<file path="config.mk">
export PLATFORM = sky130hd
export DESIGN_NAME = step_counter_flat
export DESIGN_NICKNAME = d
export VERILOG_FILES = /design/src/rtl/step_counter_if.sv /design/src/rtl/step_counter.sv /design/src/flat_wrapper.sv
export SDC_FILE = /design/constraint.sdc
export NUM_CORES = 1
export LEC_CHECK = 0
export BUFFER_PORTS_ARGS = -buffer_cell sky130_fd_sc_hd__clkbuf_2
export CORE_MARGIN = 1.5
export CORE_UTILIZATION = 30
export CTS_CLUSTER_DIAMETER = 120
export CTS_CLUSTER_SIZE = 8
export DETAILED_ROUTE_END_ITERATION = 6
export MAX_ROUTING_LAYER = met4
export PLACE_DENSITY_LB_ADDON = 0.2
export SYNTH_ARGS = -nofsm -noshare
export SYNTH_HDL_FRONTEND = slang
export SYNTH_SLANG_ARGS = --single-unit
</file>
<file path="constraint.sdc">
create_clock -name Clk -period 2.5 [get_ports Clk]
set_input_delay 0.125 -clock Clk [delete_from_list [all_inputs] [get_ports Clk]]
set_output_delay 0.125 -clock Clk [all_outputs]
set_load 0.005 [all_outputs]
</file>
<file path="src/rtl/step_counter_if.sv">
// Bundles the control, data and status signals of step_counter.
// The master drives the controls and observes the status; the counter is the slave.
interface step_counter_if #(
    parameter int DATAWIDTH = 8
);
    logic                 en;
    logic                 dir;
    logic [DATAWIDTH-1:0] step;
    logic                 sat;
    logic                 load;
    logic [DATAWIDTH-1:0] load_val;
    logic                 ovf_clr;
    logic [DATAWIDTH-1:0] count;
    logic                 tc;
    logic                 ovf;

    modport master (
        output en, dir, step, sat, load, load_val, ovf_clr,
        input  count, tc, ovf
    );

    modport slave (
        input  en, dir, step, sat, load, load_val, ovf_clr,
        output count, tc, ovf
    );
endinterface

</file>
<file path="src/rtl/step_counter.sv">
// Up/down counter with a programmable step and a programmable upper bound
// MAXVAL. At a bound it either saturates or wraps modulo MAXVAL+1.
// It raises a registered terminal-count pulse and a sticky overflow flag.
module step_counter #(
    parameter int          DATAWIDTH = 8,
    parameter int unsigned MAXVAL    = 2**DATAWIDTH-1
) (
    input  logic          Clk,
    input  logic          Rst,
    step_counter_if.slave bus
);
    // One extra bit of headroom, so that count+step and count+MAXVAL+1 never truncate.
    localparam logic [DATAWIDTH:0] MAX_X = (DATAWIDTH+1)'(MAXVAL);
    localparam logic [DATAWIDTH:0] MOD_X = (DATAWIDTH+1)'(MAXVAL + 1);

    logic [DATAWIDTH-1:0] count_q, count_d;
    logic                 tc_q, tc_d;
    logic                 ovf_q, ovf_d;

    logic [DATAWIDTH:0]   step_x;
    logic [DATAWIDTH:0]   ld_x;
    logic [DATAWIDTH:0]   cnt_x;
    logic [DATAWIDTH:0]   sum_x;
    logic [DATAWIDTH:0]   nxt_x;
    logic                 ovf_set;

    // Next-state logic. Priority is load over en; otherwise the count holds.
    always_comb begin
        // Clamp out-of-range step and load values to MAXVAL.
        step_x = {1'b0, bus.step};
        if (step_x > MAX_X) begin
            step_x = MAX_X;
        end
        ld_x = {1'b0, bus.load_val};
        if (ld_x > MAX_X) begin
            ld_x = MAX_X;
        end
        cnt_x   = {1'b0, count_q};
        sum_x   = cnt_x + step_x;
        nxt_x   = cnt_x;
        count_d = count_q;
        tc_d    = 1'b0;
        ovf_set = 1'b0;

        if (bus.load) begin
            count_d = DATAWIDTH'(ld_x);
        end else if (bus.en && (step_x != '0)) begin
            // A zero step is a no-op, so it never reaches this branch.
            if (bus.dir) begin
                if (sum_x > MAX_X) begin
                    // Crossing the top bound. Starting at MAXVAL with sat=1 lands here too.
                    ovf_set = 1'b1;
                    tc_d    = 1'b1;
                    nxt_x   = bus.sat ? MAX_X : (sum_x - MOD_X);
                end else begin
                    tc_d    = (sum_x == MAX_X);
                    nxt_x   = sum_x;
                end
            end else begin
                if (step_x > cnt_x) begin
                    // Crossing zero. Starting at 0 with sat=1 lands here too.
                    ovf_set = 1'b1;
                    tc_d    = 1'b1;
                    nxt_x   = bus.sat ? '0 : (cnt_x + MOD_X - step_x);
                end else begin
                    nxt_x   = cnt_x - step_x;
                    tc_d    = (step_x == cnt_x);
                end
            end
            count_d = DATAWIDTH'(nxt_x);
        end

        // A set wins over a clear in the same cycle.
        ovf_d = ovf_set | (ovf_q & ~bus.ovf_clr);
    end

    // State registers; reset clears everything immediately, without a clock edge.
    always_ff @(posedge Clk or posedge Rst) begin
        if (Rst) begin
            count_q <= '0;
            tc_q    <= 1'b0;
            ovf_q   <= 1'b0;
        end else begin
            count_q <= count_d;
            tc_q    <= tc_d;
            ovf_q   <= ovf_d;
        end
    end

    assign bus.count = count_q;
    assign bus.tc    = tc_q;
    assign bus.ovf   = ovf_q;
endmodule

</file>
<file path="src/flat_wrapper.sv">
// flat-port wrapper written by rule: the top's interface ports become plain ports
module step_counter_flat 
#(
    parameter int          DATAWIDTH = 8,
    parameter int unsigned MAXVAL    = 2**DATAWIDTH-1
)
  (Clk, Rst, bus_en, bus_dir, bus_step, bus_sat, bus_load, bus_load_val, bus_ovf_clr, bus_count, bus_tc, bus_ovf);
  step_counter_if #(.DATAWIDTH(DATAWIDTH)) bus_i ();
  input  logic Clk;
  input  logic Rst;
  input wire logic [$bits(bus_i.en)-1:0] bus_en;
  input wire logic [$bits(bus_i.dir)-1:0] bus_dir;
  input wire logic [$bits(bus_i.step)-1:0] bus_step;
  input wire logic [$bits(bus_i.sat)-1:0] bus_sat;
  input wire logic [$bits(bus_i.load)-1:0] bus_load;
  input wire logic [$bits(bus_i.load_val)-1:0] bus_load_val;
  input wire logic [$bits(bus_i.ovf_clr)-1:0] bus_ovf_clr;
  output wire logic [$bits(bus_i.count)-1:0] bus_count;
  output wire logic [$bits(bus_i.tc)-1:0] bus_tc;
  output wire logic [$bits(bus_i.ovf)-1:0] bus_ovf;
  assign bus_i.en = bus_en;
  assign bus_i.dir = bus_dir;
  assign bus_i.step = bus_step;
  assign bus_i.sat = bus_sat;
  assign bus_i.load = bus_load;
  assign bus_i.load_val = bus_load_val;
  assign bus_i.ovf_clr = bus_ovf_clr;
  assign bus_count = bus_i.count;
  assign bus_tc = bus_i.tc;
  assign bus_ovf = bus_i.ovf;
  step_counter #(.DATAWIDTH(DATAWIDTH), .MAXVAL(MAXVAL)) u_core (.Clk(Clk), .Rst(Rst), .bus(bus_i));
endmodule
</file>
; Yosys cells after proc, flatten, opt, wreduce, memory -nomap -nowiden
; Cells that the tools add are included.
[op_classes]
eq_ne = 2
n_bitwise = 3
muxes = 17
n_addsub = 5
n_reduce_logical = 3
order_cmp = 2
[op_table]
columns = cell, n
row1 = 2-to-1 mux 8 bit, 7
row2 = subtractor 8 bit, 2
row3 = 2-to-1 mux 1 bit, 10
row4 = adder 8 x 8 -> 9 bit, 1
row5 = equality test 9 x 8 -> 1 bit (second input constant), 1
row6 = greater-than comparator 9 x 8 -> 1 bit (second input constant), 1
row7 = adder 8 x 1 -> 8 bit (second input constant), 1
row8 = equality test 8 bit, 1
row9 = greater-than comparator 8 bit, 1
row10 = nonzero test 8 bit, 1
row11 = subtractor 8 x 1 -> 8 bit (second input constant), 1
row12 = nonzero test 2 bit, 1
row13 = AND 1 bit, 1
row14 = logical AND 1 bit, 1
row15 = inverter 1 bit, 1
row16 = OR 1 bit, 1
[word_totals]
out_inout_bits = 10
ff_bits = 10
in_bits = 23
elab_cells = 35

; Longest topological paths before layout
; Gate-level depths: netlist of the first run.
[logic_depth]
depth_word = 7
mapped_depth = 10

; Least setup slack after synthesis of the first run
; No wires, ideal clock.
[synth_path]
path_kind = flip-flop to flip-flop
from = reg u_core.count_q[0] (netlist: u_core.bus.count[0])
to = reg u_core.count_q[4] (netlist: u_core.bus.count[4])
path_slack_ns = 0.283
arrival_time_ns = 2.139
setup_time_ns = 0.077
path_stages_with_launch = 9
n_path_buf = 0
cell_sequence = dfrtp_1 > inv_1 > ha_1 > fa_1 > nand2b_1 > a211oi_4 > nor2_1 > or4_1 > a21oi_1
[synth_via]
elab_chain_len = 7
elab_cells_between_ends = 14
cone_classes = add/sub (5) / order compare (2) / mux (7)
[synth_rtl]
columns = element, line_no
row1 = "start, declared", step_counter.sv:16  ; logic [DATAWIDTH-1:0] count_q, count_d;
row2 = "start signal, assigned", step_counter.sv:84  ; count_q <= count_d;
row3 = adder 8 x 1 -> 8 bit or adder 8 x 8 -> 9 bit (tied branches), "step_counter.sv:64, step_counter.sv:39"
row4 = subtractor 8 bit or subtractor 8 x 1 -> 8 bit (tied branches), "step_counter.sv:64, step_counter.sv:54"
row5 = "2-to-1 mux 8 bit, on equally long branches", "step_counter.sv:64, step_counter.sv:54"
row6 = "2-to-1 mux 8 bit, on equally long branches", "step_counter.sv:60, step_counter.sv:50"
row7 = 2-to-1 mux 8 bit *, step_counter.sv:49  ; if (bus.dir) begin
row8 = 2-to-1 mux 8 bit *, step_counter.sv:47  ; end else if (bus.en && (step_x != '0)) begin
row9 = 2-to-1 mux 8 bit *, step_counter.sv:45  ; if (bus.load) begin
; Mark *: on every way between the ends. The rest lies on a longest branch, timed or not. The select of a mux whose other input is x is not followed.
; A chain may end at the register's enable or synchronous reset.

; Worst setup path after layout of the first run
[layout_path]
from = reg u_core.count_q[0] (netlist: u_core.bus.count[0])
to = reg u_core.tc_q (netlist: u_core.bus.tc)
[layout_via]
elab_chain_len = 6
elab_cells_between_ends = 10
cone_classes = add/sub (1) / order compare (2) / eq/ne (2) / mux (5)
[layout_rtl]
columns = element, line_no
row1 = adder 8 x 8 -> 9 bit, step_counter.sv:39  ; sum_x = cnt_x + step_x;
row2 = greater-than comparator 9 x 8 -> 1 bit or equality test 9 x 8 -> 1 bit (tied branches), "step_counter.sv:50, step_counter.sv:56"
row3 = 2-to-1 mux 1 bit, step_counter.sv:50  ; if (sum_x > MAX_X) begin
row4 = 2-to-1 mux 1 bit *, step_counter.sv:49
row5 = 2-to-1 mux 1 bit *, step_counter.sv:47
row6 = 2-to-1 mux 1 bit *, step_counter.sv:45
row7 = net u_core.tc_d, step_counter.sv:17  ; logic tc_q, tc_d;
row8 = "end signal, assigned", step_counter.sv:85  ; tc_q <= tc_d;
row9 = "end, declared", step_counter.sv:17
; The timed path passes the listed nets; every way through them passes the cells marked *.

==> flow_metrics.tcl, run 1 <==
set metrics [dict create \
    synth_area_leader_cell "dfrtp_1" \
    cap_violations 0 \
    yosysWarnings 0 \
    pwr-share-seq 0.224 \
    period_share 0.959 \
    rows 25 \
    preCtsSetupSlack_ns -0.0342 \
    yosys.area_share.simple 0.280 \
    fin_skew_ns 0.000316 \
    insertion_delay_ns 0.23 \
    routed_wl_um 4280 \
    synth_top_area_share 0.165 \
    routed_via_density 5.15 \
    holdCritPathClass "primary input to register" \
    fp.coreArea_sq_mm 0.00479 \
    dr_total_vias 1509 \
    register_area_sq_um 251 \
    ys_types 54 \
    max_freq_ghz 0.417 \
    setup_ws_ns 0.103 \
    synthAdderAreaFrac 0.158 \
    area_delta_synth_final_pct 20.0 \
    synth.top_cells.by_count "nor2_1 (31), ha_1 (16), inv_1 (16), dfrtp_1 (10), nand2b_1 (10)" \
    min_period_ns 2.40 \
    diodes 0 \
    drt_first_pass_iters 4 \
    finalNonFillerCells 293 \
    die_x_um 74.1 \
    die_y_um 74.1 \
    synth_compound_area_frac 0.272 \
    worst_hold_slack_ns 0.0946 \
    finalSetupViolCount 0 \
    synth_nets 235 \
    cp-start-kind "register" \
    portBuffers 32 \
    route.detailed.drc 0 \
    slew_headroom 0.321 \
    fillCellCount 509 \
    gp_congestion 0.853 \
    synth_edf_count 0 \
    switching_power_uw 408 \
    start_util 0.317 \
    path_class "register to register" \
    cts-root-buf "clkbuf_8" \
    worst_ep_arrival_time_ns 2.54 \
    synthArstFlopShare 1.00 \
    syn_inst 194 \
    fin_util 0.381 \
    worst_pin_slew_ns 1.02 \
    grt_pass1_wl_um 7140 \
    grtUsageTotal 0.175 \
    drive_above_1_share 0.252 \
    cts_tree "yes" \
    syn_avg_cell_area_sq_um 7.82 \
    synth.area.mux_share 0.00660 \
    required_ns 2.64 \
    path_max_fanout 4 \
    die_area_sq_mm 0.00549 \
    yosysSeqAreaShare 0.165 \
    final_max_slew_viol_count 0 \
    multi_input_area_sq_mm 0.00117 \
    antenna_found_initial 0 \
    clk_pin_slew_ns 0.05 \
    cts.sink_count 10 \
    finalInstanceArea_sq_mm 0.00182 \
    drt-initial-drc-count 104 \
    p_clk_frac 0.175 \
    synthFlopType "dfrtp_1" \
    ys_top_cells_by_area "dfrtp_1 (16%), ha_1 (13%), nor2_1 (7.7%)" \
    synth-xor-area-share 0.0346 \
    wl_per_cell_um 14.6 \
    ant_nets 0 \
    power_leakage_nw 0.809 \
    synth_top_family_by_area "simple AND/OR/NAND/NOR gates" \
    ys_seq_elements 10 \
    rsz0062_at_grt "yes" \
    hold_violations 0 \
    pwr-share-comb 0.602 \
    dpl-instance-area_sq_mm 0.00173 \
    placed_cells 287 \
    cts_max_level 1 \
    dp_hpwl_um 3570 \
    syn-cell-area_sq_mm 0.00152 \
    grt_pass1_vias 1465 \
    yosysMostFrequentCell "nor2_1" \
    p_sw_frac 0.437 \
    ir_drop_uv 271 \
    cts_buffers 3 \
    p_per_area_mw_per_mm2 513 \
    grt-ovfl-total 0 \
    p_int_uw 527 \
    layout.nets 269 \
    status "completed" \
    pin_count 33 \
    crit_path_end_kind "register" \
    cts_max_path_buffers 2 \
    grt_max_degree 18 \
]
-- what timing repair did --
item / 4_1_cts / 5_1_grt
gates resized for setup: 1 / 7
pin swaps: 0 / 7
endpoints found under the hold margin: 10 / 0
cloned: 0 / 0
buffers inserted: 0 / 2
hold buffers: 1 / 0
endpoints found under the setup margin: 2 / 6
-- layer usage --
metal | vias up | track usage | share of wire
met5 | - | - | 0
met4 | 0 | 0.0597 | 0.017
met3 | 4 | 0.0122 | 0.034
met2 | 34 | 0.282 | 0.48
met1 | 700 | 0.232 | 0.47
li1 | 771 | - | -
-- cell type report --
| type | count | share of cell area |
|---|---|---|
| timing repair buffer | 39 | 0.118 |
| sequential | 10 | 0.138 |
| tap | 67 | 0.0460 |
| clock buffer | 3 | 0.0227 |
| inverter | 16 | 0.0330 |
| multi-input combinational | 158 | 0.642 |
-- power by group through the flow --
| stage | sequential (mW) | clock, mW | combinational (mW) |
|---|---|---|---|
| floorplan | 0.208 | 0 | 0.404 |
| global placement | 0.213 | 0 | 0.547 |
| detailed placement | 0.212 | 0 | 0.540 |
| CTS | 0.210 | 0.168 | 0.545 |
| global route | 0.215 | 0.179 | 0.624 |
| finish | 0.209 | 0.163 | 0.563 |
-- state kept, by name (all words and copies together), names as in the netlist --
name / count
u_core.bus.ovf: 1
u_core.bus.tc: 1
u_core.bus.count: 8
-- logic make-up (layout without fill, tap and decap cells) --
kind of cell | count (synthesis) | after routing
AOI/OAI and AO/OA | 54 | 54
xor gates and xnor gates | 6 | 6
adders and majority gates | 18 | 18
buffers and inverters | 26 | 58
DFF | 10 | 10
muxes | 1 | 1
and+or+nand+nor | 79 | 79
-- worst paths after layout --
| kind | start | to | slack (ns) | cells after the start |
|---|---|---|---|---|
| setup reg to reg | u_core.bus.count[0] | u_core.bus.tc | 0.10 | 7 |
| max in group asynchronous | Rst | u_core.bus.count[1] | 1.79 | 3 |
| hold reg to reg | u_core.bus.ovf | u_core.bus.ovf | 0.53 | 2 |
| min in group asynchronous | Rst | u_core.bus.ovf | 0.40 | 3 |
| setup / recovery | u_core.bus.count[0] | u_core.bus.tc | 0.10 | 7 |
| hold / removal | bus_ovf_clr | u_core.bus.ovf | 0.09 | 2 |
-- cells in the final DEF, fill, tap and decap left out, types with 3 or more instances in the layout --
cell type  synthesis  layout
a211oi_1           5       4
a21oi_1            9       9
a221oi_1           5       4
buf_4              3       6
clkbuf_2           1      32
clkbuf_8           0       3
dfrtp_1           10       9
ha_1              16      15
inv_1             16      16
nand2_1            4       4
nand2b_1          10       9
nor2_1            31      30
nor2b_1            7       7
nor3_1             6       6
o21a_1             3       3
o21ai_0            7       7
o31ai_1            4       4
or3_1              3       3
xnor2_1            5       5
-- worst max-delay path: stages (launching register included) --
cell       delay [ns]
dfrtp_1          0.40
ha_1             0.24
fa_1             0.43
xnor2_1          0.29
nand3b_1         0.18
a2111oi_2        0.36
nand4_1          0.17
a211oi_2         0.25
-- metrics by stage --
stage                     total power [mW]  TNS [ns]
after detailed placement             0.752   -0.0681
after CTS                            0.923         0
after floorplan                      0.612         0
after global placement               0.760   -0.0114
final                                0.935         0
after global routing                  1.02   -0.0829
(Power assumes the default switching activity.)
==> inputs of run 2 (changes only) <==
--- a/config.mk
+++ b/config.mk
@@ -12,4 +12,5 @@
 export CTS_CLUSTER_SIZE = 8
 export DETAILED_ROUTE_END_ITERATION = 6
+export GPL_TIMING_DRIVEN = 1
 export MAX_ROUTING_LAYER = met4
 export PLACE_DENSITY_LB_ADDON = 0.2
==> constraint.sdc (replaced) <==
create_clock -name Clk -period 2.5 [get_ports Clk]
set_input_delay 0.25 -clock Clk [delete_from_list [all_inputs] [get_ports Clk]]
set_output_delay 0.25 -clock Clk [all_outputs]
set_load 0.005 [all_outputs]
==> run 2 against run 1 <==
Register-to-register slack worse by 0.02 ns. Sequential power hardly changed. Die area unchanged. Power increased by 3.7%. Routed wire length is 0.26% lower. Maximum frequency is 0.69% lower. Setup slack lost 0.017 ns. Final area is essentially flat. Critical path depth up 3. Clock power increased by 25%. Largest power group unchanged.
==> flow_metrics.tcl, run 2 (synthesized netlist as in run 1, its figures left out) <==
set metrics [dict create \
    hold_violations 0 \
    drt-initial-drc-count 84 \
    power_leakage_nw 0.817 \
    wl_per_cell_um 14.5 \
    status "completed" \
    grt_pass1_wl_um 7300 \
    start_util 0.317 \
    crit_start "u_core.bus.count[0]" \
    die_y_um 74.1 \
    dr_total_vias 1539 \
    path_max_fanout 6 \
    fin_setup_tns_ns 0 \
    crit_path_end_kind "register" \
    grt_pass1_vias 1519 \
    routed_via_density 5.23 \
    ff2ff_setup_slack_ns 0.09 \
    ir_drop_uv 318 \
    cts-root-buf "clkbuf_8" \
    die_x_um 74.1 \
    holdCritPathClass "primary input to register" \
    grt_max_degree 18 \
    rr_endpoint "u_core.bus.count[6]" \
    ff2ff_path_depth 10 \
    portBuffers 32 \
    required_ns 2.66 \
    antenna_found_initial 0 \
    finalSetupViolCount 0 \
    final_cell_mix "clkbuf_2 (32), nor2_1 (30), inv_1 (16), ha_1 (16)" \
    rows 25 \
    worst_pin_slew_ns 1.02 \
    rsz0062_at_grt "yes" \
    cp-start-kind "register" \
    diodes 0 \
    worst_ep_arrival_time_ns 2.58 \
    dp_hpwl_um 3560 \
    clk_pin_slew_ns 0.05 \
    largest_reg_flops 8 \
    insertion_delay_ns 0.24 \
    final_common_cell "clkbuf_2" \
    layout.nets 269 \
    cts_tree "yes" \
    min_period_ns 2.41 \
    cts_buffers 3 \
    grtUsageTotal 0.176 \
    fin_skew_ns 0.00420 \
    critPathCapture "u_core.bus.count[6]" \
    cts.sink_count 10 \
    cts_max_level 1 \
    grt-ovfl-total 0 \
    die_area_sq_mm 0.00549 \
    p_per_area_mw_per_mm2 532 \
    fin_util 0.381 \
    gp_congestion 0.839 \
    dpl-instance-area_sq_mm 0.00173 \
    area_delta_synth_final_pct 20.1 \
    max_freq_ghz 0.414 \
    finalInstanceArea_sq_mm 0.00182 \
    slew_headroom 0.317 \
    rr_startpoint "u_core.bus.count[0]" \
    final_max_slew_viol_count 0 \
    fp.coreArea_sq_mm 0.00479 \
    path_class "register to register" \
    period_share 0.966 \
    cts_max_path_buffers 2 \
    routed_wl_um 4270 \
    pin_count 33 \
    drt_first_pass_iters 4 \
    drive_above_1_share 0.247 \
    route.detailed.drc 0 \
    cap_violations 0 \
    ant_nets 0 \
]
## run 2: changes by cell type in the layout (fill, tap and decap cells not counted)
cell	previous run	this run
a211oi_1	4	5
clkbuf_8	3	4
nor2_2	0	1
nor2_4	1	0
ha_2	1	0
a211oi_2	2	1
ha_1	15	16
## run 2: where the power goes
| part | internal [mW] | leakage, nW | switching, mW |
|---|---|---|---|
| clock | 0.139 | 0.0288 | 0.0649 |
| combinational | 0.235 | 0.668 | 0.320 |
| sequential | 0.184 | 0.120 | 0.0271 |
| total | 0.558 | 0.817 | 0.412 |
## run 2: final cells by class
cell class	count	area [sq um]
repair buffers	39	215
clock buffers	4	55.1
fillers	503	2960
well taps	67	83.8
multi-input cells	158	1160
flip-flops and latches	10	251
inverters	16	60.1
## run 2: how the worst min path moves through the flow
stage / start / endpoint / slack, ns / cells past startpoint
2_1_floorplan: Rst / u_core.bus.count[0] / 0.09 / 1
3_3_place_gp: Rst / u_core.bus.ovf / 0.25 / 2
3_5_place_dp: Rst / u_core.bus.ovf / 0.24 / 2
4_1_cts: bus_ovf_clr / u_core.bus.ovf / 0.22 / 2
5_1_grt: bus_ovf_clr / u_core.bus.ovf / 0.22 / 2
6_report: bus_ovf_clr / u_core.bus.ovf / 0.22 / 2
## run 2: critical path: stages, from the launching register on
cell and delay (ns):
dfrtp_1 0.38, inv_1 0.06, ha_1 0.22, fa_1 0.40, nand2b_4 0.18, a211oi_4 0.27, nor2_1 0.10, nor2_2 0.28
buf_4 0.16, a41oi_1 0.09, a21oi_1 0.20
## run 2: per-stage QoR
step / instances / setup slack (ns) / power [mW] / hold slack (ns)
3_5_place_dp: 287 / -0.0368 / 0.751 / 0.242
2_1_floorplan: 194 / 0.283 / 0.612 / 0.0902
6_report: 294 / 0.0861 / 0.970 / 0.215
5_1_grt: 294 / -0.0476 / 1.05 / 0.225
3_3_place_gp: 287 / -0.0373 / 0.762 / 0.248
4_1_cts: 292 / 0.0753 / 0.962 / 0.220
## run 2: repair_timing
action / CTS / global route
endpoints found under the hold margin: 10 / 0
setup endpoints to repair: 3 / 6
setup buffers: 0 / 2
gates cloned: 0 / 0
hold buffers: 1 / 0
resized for setup: 1 / 4
pin swaps: 0 / 4
## run 2: per-layer routing
metal | global-route usage | wire length, um
met1 | 0.233 | 2000
met2 | 0.287 | 2080
met3 | 0.0108 | 122
met4 | 0.0576 | 65
met5 | - | 0
